===== src/rtl/muldiv_seq_if.sv =====
// rtl/muldiv_seq_if.sv - request/result bundle between the execute stage and muldiv_seq
//
// Purpose: groups the request handshake, operands and result signals of the
//          iterative multiply/divide sequencer.
// Signals (master = execute stage, slave = muldiv_seq):
//   i_req      start request, sampled only while o_busy=0
//   i_op       0 = multiply, 1 = divide
//   i_signed   signed operation (only when MULDIV_SIGNED_EN is defined)
//   i_l, i_r   multiplicand/dividend, multiplier/divisor
//   o_busy     operation in flight
//   o_valid    one-cycle result pulse
//   o_out      product low half / quotient
//   o_out_hi   product high half / remainder
//   o_dz       divide by zero flagged for the last result
//   o_flags    [0] Z, [1] N of o_out
// Configuration macro: MULDIV_SIGNED_EN

interface muldiv_seq_if #(
  parameter int RW = 16
);
  logic          i_req;
  logic          i_op;
`ifdef MULDIV_SIGNED_EN
  logic          i_signed;
`endif
  logic [RW-1:0] i_l;
  logic [RW-1:0] i_r;
  logic          o_busy;
  logic          o_valid;
  logic [RW-1:0] o_out;
  logic [RW-1:0] o_out_hi;
  logic          o_dz;
  logic [1:0]    o_flags;

  modport master (
`ifdef MULDIV_SIGNED_EN
    output i_signed,
`endif
    output i_req, i_op, i_l, i_r,
    input  o_busy, o_valid, o_out, o_out_hi, o_dz, o_flags
  );

  modport slave (
`ifdef MULDIV_SIGNED_EN
    input  i_signed,
`endif
    input  i_req, i_op, i_l, i_r,
    output o_busy, o_valid, o_out, o_out_hi, o_dz, o_flags
  );
endinterface


===== src/rtl/muldiv_seq.sv =====
// rtl/muldiv_seq.sv - iterative shift-add multiply / restoring divide sequencer
//
// Purpose: one bit per cycle multiply and divide sharing a single adder.
//          Result arrives with a one-cycle o_valid pulse and is held until the
//          next result is produced.
// Ports:
//   i_clk  clock, all state changes on the rising edge
//   i_rst  synchronous active-high reset, aborts any operation in flight
//   bus    muldiv_seq_if.slave (request, operands, results, flags)
// Configuration macro: MULDIV_SIGNED_EN adds i_signed and a FIXUP state that
//   applies result signs after the magnitude iteration.

module muldiv_seq #(
  parameter int RW = 16
) (
  input  logic         i_clk,
  input  logic         i_rst,
  muldiv_seq_if.slave  bus
);

  localparam int CW = (RW > 1) ? $clog2(RW) : 1;

  localparam logic [1:0] S_IDLE  = 2'd0;
  localparam logic [1:0] S_RUN   = 2'd1;
  localparam logic [1:0] S_DONE  = 2'd2;
`ifdef MULDIV_SIGNED_EN
  localparam logic [1:0] S_FIXUP = 2'd3;
`endif

  logic [1:0]    state;
  logic [CW-1:0] cnt;
  logic          op_q;
  logic [RW-1:0] b_q;   // multiplicand or divisor
  logic [RW-1:0] hi_q;  // product high half or partial remainder
  logic [RW-1:0] lo_q;  // multiplier bits / product low half, or dividend / quotient

  logic [RW-1:0] out_q;
  logic [RW-1:0] out_hi_q;
  logic [1:0]    flags_q;
  logic          dz_q;

  logic          div_zero;
  logic [RW-1:0] l_mag;
  logic [RW-1:0] r_mag;

  logic [RW:0]   add_a;
  logic [RW:0]   add_b;
  logic [RW+1:0] add_res;
  logic          trial_neg;
  logic [RW-1:0] step_hi;
  logic [RW-1:0] step_lo;

  function automatic logic [1:0] flags_of(input logic [RW-1:0] v);
    return {v[RW-1], (v == '0)};
  endfunction

`ifdef MULDIV_SIGNED_EN
  logic          l_neg;
  logic          r_neg;
  logic          neg_lo_q;  // negate product / quotient
  logic          neg_hi_q;  // negate remainder
  logic [RW-1:0] fix_hi;
  logic [RW-1:0] fix_lo;

  // Signed operands are iterated as magnitudes; the most-negative value maps
  // onto itself, which is its correct unsigned magnitude.
  always_comb begin
    l_neg = bus.i_signed & bus.i_l[RW-1];
    r_neg = bus.i_signed & bus.i_r[RW-1];
    l_mag = l_neg ? -bus.i_l : bus.i_l;
    r_mag = r_neg ? -bus.i_r : bus.i_r;
  end

  always_comb begin
    fix_hi = hi_q;
    fix_lo = lo_q;
    if (op_q) begin
      if (neg_lo_q) fix_lo = -lo_q;
      if (neg_hi_q) fix_hi = -hi_q;
    end else if (neg_lo_q) begin
      {fix_hi, fix_lo} = -{hi_q, lo_q};
    end
  end
`else
  always_comb begin
    l_mag = bus.i_l;
    r_mag = bus.i_r;
  end
`endif

  assign div_zero = bus.i_op && (bus.i_r == '0);

  // Single shared adder. Multiply: hi + (lo[0] ? multiplicand : 0), carry kept
  // in bit RW for the right shift. Divide: (rem:dividend-msb) - divisor, the
  // extra top bit being the borrow of the trial subtraction.
  always_comb begin
    add_a     = op_q ? {hi_q, lo_q[RW-1]} : {1'b0, hi_q};
    add_b     = (op_q || lo_q[0]) ? {1'b0, b_q} : '0;
    add_res   = {1'b0, add_a} + ({1'b0, add_b} ^ {(RW+2){op_q}})
              + {{(RW+1){1'b0}}, op_q};
    trial_neg = add_res[RW+1];
    if (op_q) begin
      // On a failed trial the shifted remainder is below the divisor, so its
      // low RW bits are the whole value.
      step_hi = trial_neg ? add_a[RW-1:0] : add_res[RW-1:0];
      step_lo = {lo_q[RW-2:0], ~trial_neg};
    end else begin
      step_hi = add_res[RW:1];
      step_lo = {add_res[0], lo_q[RW-1:1]};
    end
  end

  always_ff @(posedge i_clk) begin
    if (i_rst) begin
      state    <= S_IDLE;
      cnt      <= '0;
      op_q     <= 1'b0;
      b_q      <= '0;
      hi_q     <= '0;
      lo_q     <= '0;
      out_q    <= '0;
      out_hi_q <= '0;
      flags_q  <= 2'b00;
      dz_q     <= 1'b0;
`ifdef MULDIV_SIGNED_EN
      neg_lo_q <= 1'b0;
      neg_hi_q <= 1'b0;
`endif
    end else begin
      case (state)
        S_IDLE: begin
          if (bus.i_req) begin
            op_q <= bus.i_op;
            dz_q <= 1'b0;
            if (div_zero) begin
              // No iteration: the fixed result is available immediately.
              state    <= S_DONE;
              out_q    <= '1;
              out_hi_q <= bus.i_l;
              flags_q  <= flags_of('1);
              dz_q     <= 1'b1;
            end else begin
              state <= S_RUN;
              cnt   <= CW'(RW - 1);
              hi_q  <= '0;
              lo_q  <= bus.i_op ? l_mag : r_mag;
              b_q   <= bus.i_op ? r_mag : l_mag;
`ifdef MULDIV_SIGNED_EN
              neg_lo_q <= l_neg ^ r_neg;
              neg_hi_q <= bus.i_op ? l_neg : (l_neg ^ r_neg);
`endif
            end
          end
        end
        S_RUN: begin
          hi_q <= step_hi;
          lo_q <= step_lo;
          if (cnt == '0) begin
`ifdef MULDIV_SIGNED_EN
            state <= S_FIXUP;
`else
            state    <= S_DONE;
            out_q    <= step_lo;
            out_hi_q <= step_hi;
            flags_q  <= flags_of(step_lo);
`endif
          end else begin
            cnt <= cnt - 1'b1;
          end
        end
`ifdef MULDIV_SIGNED_EN
        S_FIXUP: begin
          state    <= S_DONE;
          out_q    <= fix_lo;
          out_hi_q <= fix_hi;
          flags_q  <= flags_of(fix_lo);
        end
`endif
        S_DONE: state <= S_IDLE;  // a request seen here is deliberately ignored
        default: state <= S_IDLE;
      endcase
    end
  end

`ifdef MULDIV_SIGNED_EN
  assign bus.o_busy = (state == S_RUN) || (state == S_FIXUP);
`else
  assign bus.o_busy = (state == S_RUN);
`endif
  assign bus.o_valid  = (state == S_DONE);
  assign bus.o_out    = out_q;
  assign bus.o_out_hi = out_hi_q;
  assign bus.o_flags  = flags_q;
  assign bus.o_dz     = dz_q;

endmodule


===== src/flat_wrapper.sv =====
// flat-port wrapper written by rule: the top's interface ports become plain ports
module muldiv_seq_flat 
#(
  parameter int RW = 16
)
  (i_clk, i_rst, bus_i_req, bus_i_op, bus_i_l, bus_i_r, bus_o_busy, bus_o_valid, bus_o_out, bus_o_out_hi, bus_o_dz, bus_o_flags);
  muldiv_seq_if #(.RW(RW)) bus_i ();
  input  logic i_clk;
  input  logic i_rst;
  input wire logic [$bits(bus_i.i_req)-1:0] bus_i_req;
  input wire logic [$bits(bus_i.i_op)-1:0] bus_i_op;
  input wire logic [$bits(bus_i.i_l)-1:0] bus_i_l;
  input wire logic [$bits(bus_i.i_r)-1:0] bus_i_r;
  output wire logic [$bits(bus_i.o_busy)-1:0] bus_o_busy;
  output wire logic [$bits(bus_i.o_valid)-1:0] bus_o_valid;
  output wire logic [$bits(bus_i.o_out)-1:0] bus_o_out;
  output wire logic [$bits(bus_i.o_out_hi)-1:0] bus_o_out_hi;
  output wire logic [$bits(bus_i.o_dz)-1:0] bus_o_dz;
  output wire logic [$bits(bus_i.o_flags)-1:0] bus_o_flags;
  assign bus_i.i_req = bus_i_req;
  assign bus_i.i_op = bus_i_op;
  assign bus_i.i_l = bus_i_l;
  assign bus_i.i_r = bus_i_r;
  assign bus_o_busy = bus_i.o_busy;
  assign bus_o_valid = bus_i.o_valid;
  assign bus_o_out = bus_i.o_out;
  assign bus_o_out_hi = bus_i.o_out_hi;
  assign bus_o_dz = bus_i.o_dz;
  assign bus_o_flags = bus_i.o_flags;
  muldiv_seq #(.RW(RW)) u_core (.i_clk(i_clk), .i_rst(i_rst), .bus(bus_i));
endmodule

===== config.mk =====
export PLATFORM = sky130hd
export DESIGN_NAME = muldiv_seq_flat
export DESIGN_NICKNAME = d
export VERILOG_FILES = /design/src/rtl/muldiv_seq_if.sv /design/src/rtl/muldiv_seq.sv /design/src/flat_wrapper.sv
export SDC_FILE = /design/constraint.sdc
export NUM_CORES = 1
export LEC_CHECK = 0
export CAP_MARGIN = 20
export CELL_PAD_IN_SITES_DETAIL_PLACEMENT = 1
export CELL_PAD_IN_SITES_GLOBAL_PLACEMENT = 1
export CORE_UTILIZATION = 40
export DETAILED_ROUTE_END_ITERATION = 8
export PLACE_DENSITY = 0.83
export SLEW_MARGIN = 20
export SYNTH_ARGS = -nofsm -noshare
export SYNTH_HDL_FRONTEND = slang
export SYNTH_SLANG_ARGS = --single-unit

===== constraint.sdc =====
create_clock -name i_clk -period 7 [get_ports i_clk]
set_input_delay 0.7 -clock i_clk [delete_from_list [all_inputs] [get_ports i_clk]]
set_output_delay 0.7 -clock i_clk [all_outputs]
set_load 0.03 [all_outputs]

==> out/qor.json, run 1 <==
{
  "grt": {
    "track_usage_pct": 27.9,
    "grt_start_max_net_pins": 92,
    "overflow": 0,
    "grt_antenna_before_repair": 0,
    "global_route_wire_length_before_repair_um": 31200,
    "grt_pass1_vias": 5944
  },
  "worst_setup_path": {
    "cp_slowest_stage_delay_ns": 0.77,
    "timing.critical_path.buf_inv": 2,
    "crit_chain": "inv_1 > o21ai_0 > ha_1 > inv_1 > o21ai_0 > a2111oi_2 > a22o_1 > o21ai_0 > a31oi_1 > a211oi_1 > nor3_1",
    "cell_class_contributing_the_biggest_share_of_worst_path_delay": "compound AO/OA/AOI/OAI gates",
    "r2r.worst_path.cells": 11,
    "regToRegEndpoint": "u_core.bus.o_out_hi[0]",
    "critical_path.startpoint_type": "flip-flop",
    "timing.critical_path.fanout_max": 30,
    "critPathSlowestCell": "dfxtp_2",
    "cp.arrival_ns": 4.87,
    "worst-setup-path-type": "flip-flop to flip-flop",
    "regToRegStartpoint": "u_core.op_q",
    "kind_of_end_point_of_the_critical_path": "flip-flop",
    "cp_common_cell": "o21ai_0",
    "reg2reg_setup_slack_ns": 2.41,
    "worst_ep_required_time_ns": 7.27
  },
  "clock_tree": {
    "tritoncts_num_sinks": 89,
    "path_clk_slew_ns": 0.07,
    "worst_skew_pair_later_pin_latency_ns": 0.36,
    "cts-buffers-inserted": 9,
    "cts-root-buf": "clkbuf_16",
    "clock_path_buffers": 2,
    "cts_tree": "done",
    "h-tree-depth": 3,
    "total_setup_buffers_inserted_after_cts": 0,
    "post_cts_resize_count": 0,
    "cts-hold-fix-buffers": 0
  },
  "synthesis": {
    "synth_top_family_by_area": "compound AO/OA/AOI/OAI gates",
    "synthMuxAreaShare_pct": 10.7,
    "synth_top_flop_cell": "dfxtp_1",
    "seq_total_area_yosys_pct": 31.8,
    "synth_simple_gate_area_share_pct": 22.7,
    "synth_compound_gate_area_share_pct": 23.3,
    "postSynthRegisterBits": 89,
    "synth.net_count": 783,
    "synth.distinct_cells": 63,
    "synth_async_sr_flop_share_pct": 0,
    "yosys_warnings": 0,
    "post_synth_adder_cell_area_pct": 4.16,
    "avgSynthCellArea_um2": 7.68,
    "synth_enable_flop_cells": 0,
    "synth_cells": 729,
    "post_synth_xor_area_fraction_pct": 2.19,
    "netlist_area_um2": 5600
  },
  "flow_run": {
    "max_cap_viol_count": 0
  },
  "floorplan": {
    "boundaryPins": 73,
    "std_cell_rows": 42,
    "die_x_um": 120,
    "initial_core_utilization_pct": 41.6,
    "fp.dieArea_um2": 14500,
    "floorplan_die_height_um": 120,
    "core_area_um2": 13500
  },
  "power_and_ir_drop": {
    "power.static_leakage_uw": 0.00251,
    "worst_ir_drop_vdd_uv": 156,
    "power-per-cell-area_nw_per_um2": 251
  },
  "worst_hold_path": {
    "hold-path-cell-count": 2,
    "min_path_type": "flip-flop to flip-flop",
    "timing.hold.worst.start": "u_core.bus.o_dz",
    "hold_path_end": "u_core.bus.o_dz"
  },
  "placement": {
    "dpl.cell_count": 935,
    "finalWeightedCongestion": 0.864,
    "port_buffers": 72,
    "detailed_place_hpwl_um": 14100
  },
  "drt": {
    "number_of_routed_nets_with_antenna_violations": 0,
    "detail_route.vias_per_cell": 6.08,
    "first_iter_violations": 353,
    "post_drt_wl_per_cell_um": 20.9,
    "detail_route.drc_violations": 0,
    "drt-total-wl_um": 19800,
    "drt-pass1-iter-count": 5,
    "route.vias.total": 5779
  },
  "cells_and_area": {
    "diodes_inserted": 0,
    "fin_util_pct": 49.9,
    "fin_nets": 824,
    "multi_input_area_um2": 3540,
    "finish.cell_count_without_fillers": 951,
    "regArea_um2": 1780,
    "synthToLayoutAreaGrowth_pct": 19.9,
    "n_fill_cell": 1676,
    "final_layout_size_suffix_gt1_share_pct": 7.87
  },
  "timing": {
    "upper_clock_frequency_limit_mhz": 218,
    "worst-slew-pin-transition_ns": 1.00,
    "finalSetupViolCount": 0,
    "slew_viol_final": 0,
    "rsz0062_at_grt": "false",
    "fin_setup_tns_ns": 0,
    "report.final.hold_viol_count": 0,
    "fraction_of_the_cycle_the_final_worst_path_needs_pct": 65.6,
    "clock_skew_ns": 0.00902,
    "slew_headroom_pct": 32.9,
    "layout_min_cycle_time_ns": 4.59
  },
  "status": {
    "status": "completed"
  }
}
==> cell usage in the layout, fill, tap and decap left out, types with 5 or more instances in the layout <==
cell type / count
nand2_1: 97
mux2_2: 14
nand3_1: 22
o21ai_0: 36
or3_1: 6
ha_1: 17
dfxtp_1: 88
buf_4: 8
o22ai_1: 6
mux2i_1: 44
clkbuf_16: 9
clkdlybuf4s50_1: 70
xnor2_1: 10
inv_1: 17
a211oi_1: 35
and3_1: 5
a31oi_1: 7
nand4_1: 5
nor2b_1: 7
nor4_1: 6
o211ai_1: 6
nor2_1: 97
a21oi_1: 66
nor3_1: 22
==> worst max path at each step <==
stage	cells past startpoint	startpoint	end	slack [ns]
4_1_cts	12	u_core.op_q	u_core.bus.o_out_hi[0]	2.44
3_3_place_gp	11	u_core.op_q	u_core.bus.o_out_hi[0]	2.69
3_5_place_dp	12	u_core.op_q	u_core.bus.o_out_hi[0]	2.48
6_report	11	u_core.op_q	u_core.bus.o_out_hi[0]	2.41
2_1_floorplan	14	u_core.op_q	u_core.bus.o_out_hi[12]	3.01
5_1_grt	11	u_core.op_q	u_core.bus.o_out_hi[0]	2.04
==> tightest hold or removal path: stages, from the launching register on <==
cell and delay [ns]:
dfxtp_1 0.31, nand2_1 0.05, a21oi_1 0.05
==> report_power, final <==
part / total [µW] / switching, µW / internal [µW]
registers: 618 / 53.7 / 565
logic: 506 / 317 / 189
clock network: 559 / 231 / 328
total: 1680 / 601 / 1080
==> layout make-up <==
type | instances | area share, %
timing repair buffer | 80 | 11.5
clock inverter | 6 | 1.42
clock buffer | 10 | 3.56
inverter | 17 | 0.951
sequential | 89 | 26.6
multi-input combinational | 573 | 52.7
tap | 176 | 3.28
==> metrics by stage <==
stage	area (µm²)	total power, µW	hold WS, ns	setup WS [ns]
2_1_floorplan	5600	943	0.448	3.01
3_3_place_gp	6370	1100	0.444	2.69
3_5_place_dp	6370	1130	0.451	2.48
4_1_cts	6710	1680	0.460	2.44
5_1_grt	6710	1750	0.472	2.04
6_report	6710	1680	0.459	2.41
==> synth_stat cells (all sizes together) (3+ instances only) <==
master  instances  area, µm²
o21ai          37        185
nor2           98        368
ha             17        213
nand4           5       31.3
clkbuf         31        116
mux2           14        158
a211o           3       26.3
a211oi         35        263
a22oi           3       32.5
nand2          97        364
and3            5       31.3
nor4            8       71.3
a21oi          69        357
xnor2          10       87.6
a21o            3       22.5
a31oi           7       43.8
nand3          22        110
nor2b           7       43.8
xor2            4       35.0
or3             6       37.5
o31ai           5       42.5
buf            19        104
inv            17       63.8
o221a           3       33.8
o21bai          4       30.0
a311oi          4       35.0
nor3           24        136
mux2i          44        440
dfxtp          89       1780
o22ai           6       37.5
o211ai          6       45.0
==> cells by family (layout without fill, tap and decap cells) <==
| family | count (synthesis) | in the layout |
|---|---|---|
| flops | 89 | 89 |
| xor+xnor | 14 | 14 |
| fa+ha+maj | 18 | 18 |
| buf+inv | 67 | 113 |
| simple gates | 282 | 282 |
| compound gates | 201 | 201 |
| mux | 58 | 58 |
==> routing by layer <==
metal,GRT usage (%),part of all wire [%],vias up
met5,0,0,-
met4,12.0,3.3,0
met3,5.42,5.8,51
met2,47.1,48,194
met1,34.5,43,2833
li1,-,-,2701
==> flip-flops by register name, summed over array words and instances (netlist names) <==
name	count
u_core.state	2
u_core.b_q	16
u_core.bus.o_out_hi	16
u_core.cnt	4
u_core.lo_q	16
u_core.bus.o_flags	1
u_core.hi_q	16
u_core.bus.o_dz	1
u_core.op_q	1
u_core.bus.o_out	16
No activity file was read; power rests on OpenSTA's default activity.
==> run 2: changes to the inputs <==
Settings changed: CORE_UTILIZATION 40 to 37, PLACE_DENSITY 0.83 to 0.81.
Clock period 7 ns to 3.8 ns, I/O delays scaled along.
==> run 2 against run 1 <==
The run now ends with DRC left. Critical path depth is 4 higher. Combinational power grew 92%. Sequential power up 83%. Global-route usage is 2.0 points lower. Cell count rose by 3.4%. Clock skew fell by 0.0025 ns. Count of clock-buffer cells in the layout did not move. Power grew 76%. Fmax grew 28%. Flip-flop and latch count stayed put. Register-to-register slack got worse by 2.2 ns. Via count is 0.17% lower. Largest cell class unchanged. Largest power group unchanged. Highest routed layer unchanged.
==> out/qor.json, run 2 (synthesis gave the netlist of run 1 again) <==
{
  "timing": {
    "slew_viol_final": 0,
    "fin_hold_ws_ns": 0.456,
    "fraction_of_the_cycle_the_final_worst_path_needs_pct": 94.4,
    "worst_slack_ns": 0.214,
    "worst-slew-pin-transition_ns": 0.837,
    "finalSetupViolCount": 0,
    "upper_clock_frequency_limit_mhz": 279,
    "layout_min_cycle_time_ns": 3.59,
    "report.final.hold_viol_count": 0,
    "slew_headroom_pct": 44.2,
    "clock_skew_ns": 0.00649
  },
  "worst_setup_path": {
    "cell_class_contributing_the_biggest_share_of_worst_path_delay": "compound AO/OA/AOI/OAI gates",
    "crit_chain": "buf_4 > nor2b_1 > buf_4 > nand2_1 > o21ai_0 > ha_1 > a21oi_1 > o211ai_1 > a2111oi_2 > a22oi_2 > buf_4 > or3_1 > o211a_1 > o21ai_0 > a311oi_1",
    "worst-setup-path-type": "flip-flop to flip-flop",
    "critical_path.startpoint_type": "flip-flop",
    "regToRegStartpoint": "u_core.op_q",
    "cp_common_cell": "buf_4",
    "r2r.worst_path.cells": 15,
    "cp.arrival_ns": 3.81,
    "regToRegEndpoint": "u_core.bus.o_out_hi[10]",
    "kind_of_end_point_of_the_critical_path": "flip-flop",
    "worst_ep_required_time_ns": 4.02,
    "reg2reg_setup_slack_ns": 0.21,
    "critPathSlowestCell": "a2111oi_2",
    "timing.critical_path.buf_inv": 3,
    "timing.critical_path.fanout_max": 19,
    "cp_slowest_stage_delay_ns": 0.46
  },
  "cells_and_area": {
    "diodes_inserted": 0,
    "synthToLayoutAreaGrowth_pct": 22.9,
    "final_layout_size_suffix_gt1_share_pct": 11.1,
    "final_cell_area_um2": 6870,
    "n_fill_cell": 1787,
    "final_cell_mix": "97 x nand2_1, 97 x nor2_1, 88 x dfxtp_1",
    "fin_nets": 848
  },
  "grt": {
    "track_usage_pct": 25.9,
    "grt_start_max_net_pins": 49,
    "overflow": 0,
    "grt_antenna_before_repair": 0,
    "grt_pass1_vias": 5838,
    "global_route_wire_length_before_repair_um": 31800
  },
  "drt": {
    "first_iter_violations": 418,
    "drt-pass1-iter-count": 7,
    "route.vias.total": 5769,
    "number_of_routed_nets_with_antenna_violations": 0,
    "post_drt_wl_per_cell_um": 20.3,
    "detail_route.vias_per_cell": 5.87,
    "drt-total-wl_um": 19900,
    "detail_route.drc_violations": 8
  },
  "clock_tree": {
    "h-tree-depth": 3,
    "cts-root-buf": "clkbuf_16",
    "path_clk_slew_ns": 0.07,
    "worst_skew_pair_later_pin_latency_ns": 0.36,
    "cts-buffers-inserted": 9,
    "cts_tree": "done",
    "tritoncts_num_sinks": 89,
    "clock_path_buffers": 2
  },
  "worst_hold_path": {
    "min_path_type": "flip-flop to flip-flop",
    "hold_path_end": "u_core.bus.o_flags[0]",
    "timing.hold.worst.start": "u_core.bus.o_flags[0]",
    "hold-path-cell-count": 2
  },
  "placement": {
    "finalWeightedCongestion": 0.936,
    "placement.setup.worst_slack_ns": 0.0906,
    "detailed_place_hpwl_um": 14700,
    "port_buffers": 72,
    "detailed_place.area_um2": 6550
  },
  "floorplan": {
    "std_cell_rows": 44,
    "fp.dieArea_um2": 15600,
    "floorplan_die_height_um": 125,
    "boundaryPins": 73,
    "die_x_um": 125,
    "initial_core_utilization_pct": 38.2,
    "core_area_um2": 14600
  },
  "status": {
    "status": "complete, but fails checks",
    "failed_checks": "DRC"
  },
  "power_and_ir_drop": {
    "power.static_leakage_uw": 0.00260,
    "power-per-cell-area_nw_per_um2": 431,
    "worst_ir_drop_vdd_uv": 238
  },
  "flow_run": {
    "max_cap_viol_count": 0
  }
}
==> run 2: changes by cell type in the layout (fill, tap and decap cells not counted), moves of 2 or more <==
cell        before  now
buf_12           0    2
bufinv_16        2    0
buf_4            8   30
o21ai_0         36   34
clkinv_2         0    2
clkinvlp_4       0    2
o21ai_1          1    3
==> run 2: repair_timing <==
| action | in CTS | in global routing |
|---|---|---|
| buffers inserted | 0 | 5 |
| gates resized for setup | 0 | 7 |
| hold buffers | 0 | 0 |
| setup endpoints to repair | 0 | 12 |
==> run 2: through the flow <==
step | total power [µW] | utilization, % | setup TNS (ns) | cells
after floorplan | 1740 | - | 0 | 729
after global placement | 2070 | 44.7 | 0 | 962
after detailed placement | 2110 | 44.7 | 0 | 962
after CTS | 2970 | 46.6 | 0 | 978
after global routing | 3110 | 46.9 | -0.0113 | 983
final | 2960 | 46.9 | 0 | 983
==> run 2: worst register-to-register path, delay by kind of cell (launching register included) <==
| kind | cells | cell delay [ns] |
|---|---|---|
| DFF | 1 | 0.34 |
| adders and majority gates | 1 | 0.40 |
| buffers and inverters | 3 | 0.61 |
| AOI/OAI and AO/OA | 8 | 1.63 |
| and+or+nand+nor | 3 | 0.47 |
==> run 2: routing by layer <==
layer  vias to the layer above  wire, µm  track usage (%)
li1                       2753         -                -
met1                      2866      9260             34.0
met2                       128      9580             43.4
met3                        22       726             4.54
met4                         0       371             8.03
met5                         -         0                0
==> run 2: layout make-up <==
cell class / instances / area (µm²) / area share (%)
inverters: 17 / 63.8 / 0.928
flip-flops and latches: 89 / 1780 / 25.9
clock buffers: 10 / 229 / 3.33
multi-input cells: 573 / 3550 / 51.6
repair buffers: 104 / 976 / 14.2
well taps: 184 / 230 / 3.35
clock inverters: 6 / 42.5 / 0.619
==> run 2: worst max-delay path by stage <==
stage           startpoint                       to  cells past startpoint
2_1_floorplan  u_core.op_q  u_core.bus.o_out_hi[12]                     14
3_3_place_gp   u_core.op_q  u_core.bus.o_out_hi[12]                     14
3_5_place_dp   u_core.op_q  u_core.bus.o_out_hi[12]                     14
4_1_cts        u_core.op_q  u_core.bus.o_out_hi[12]                     14
6_report       u_core.op_q  u_core.bus.o_out_hi[10]                     15
5_1_grt        u_core.op_q  u_core.bus.o_out_hi[10]                     15
==> run 2: report_power, final <==
group | switching (µW) | total [µW] | internal (µW)
Clock | 419 | 866 | 447
Sequential | 89.1 | 1130 | 1040
Combinational | 593 | 969 | 376
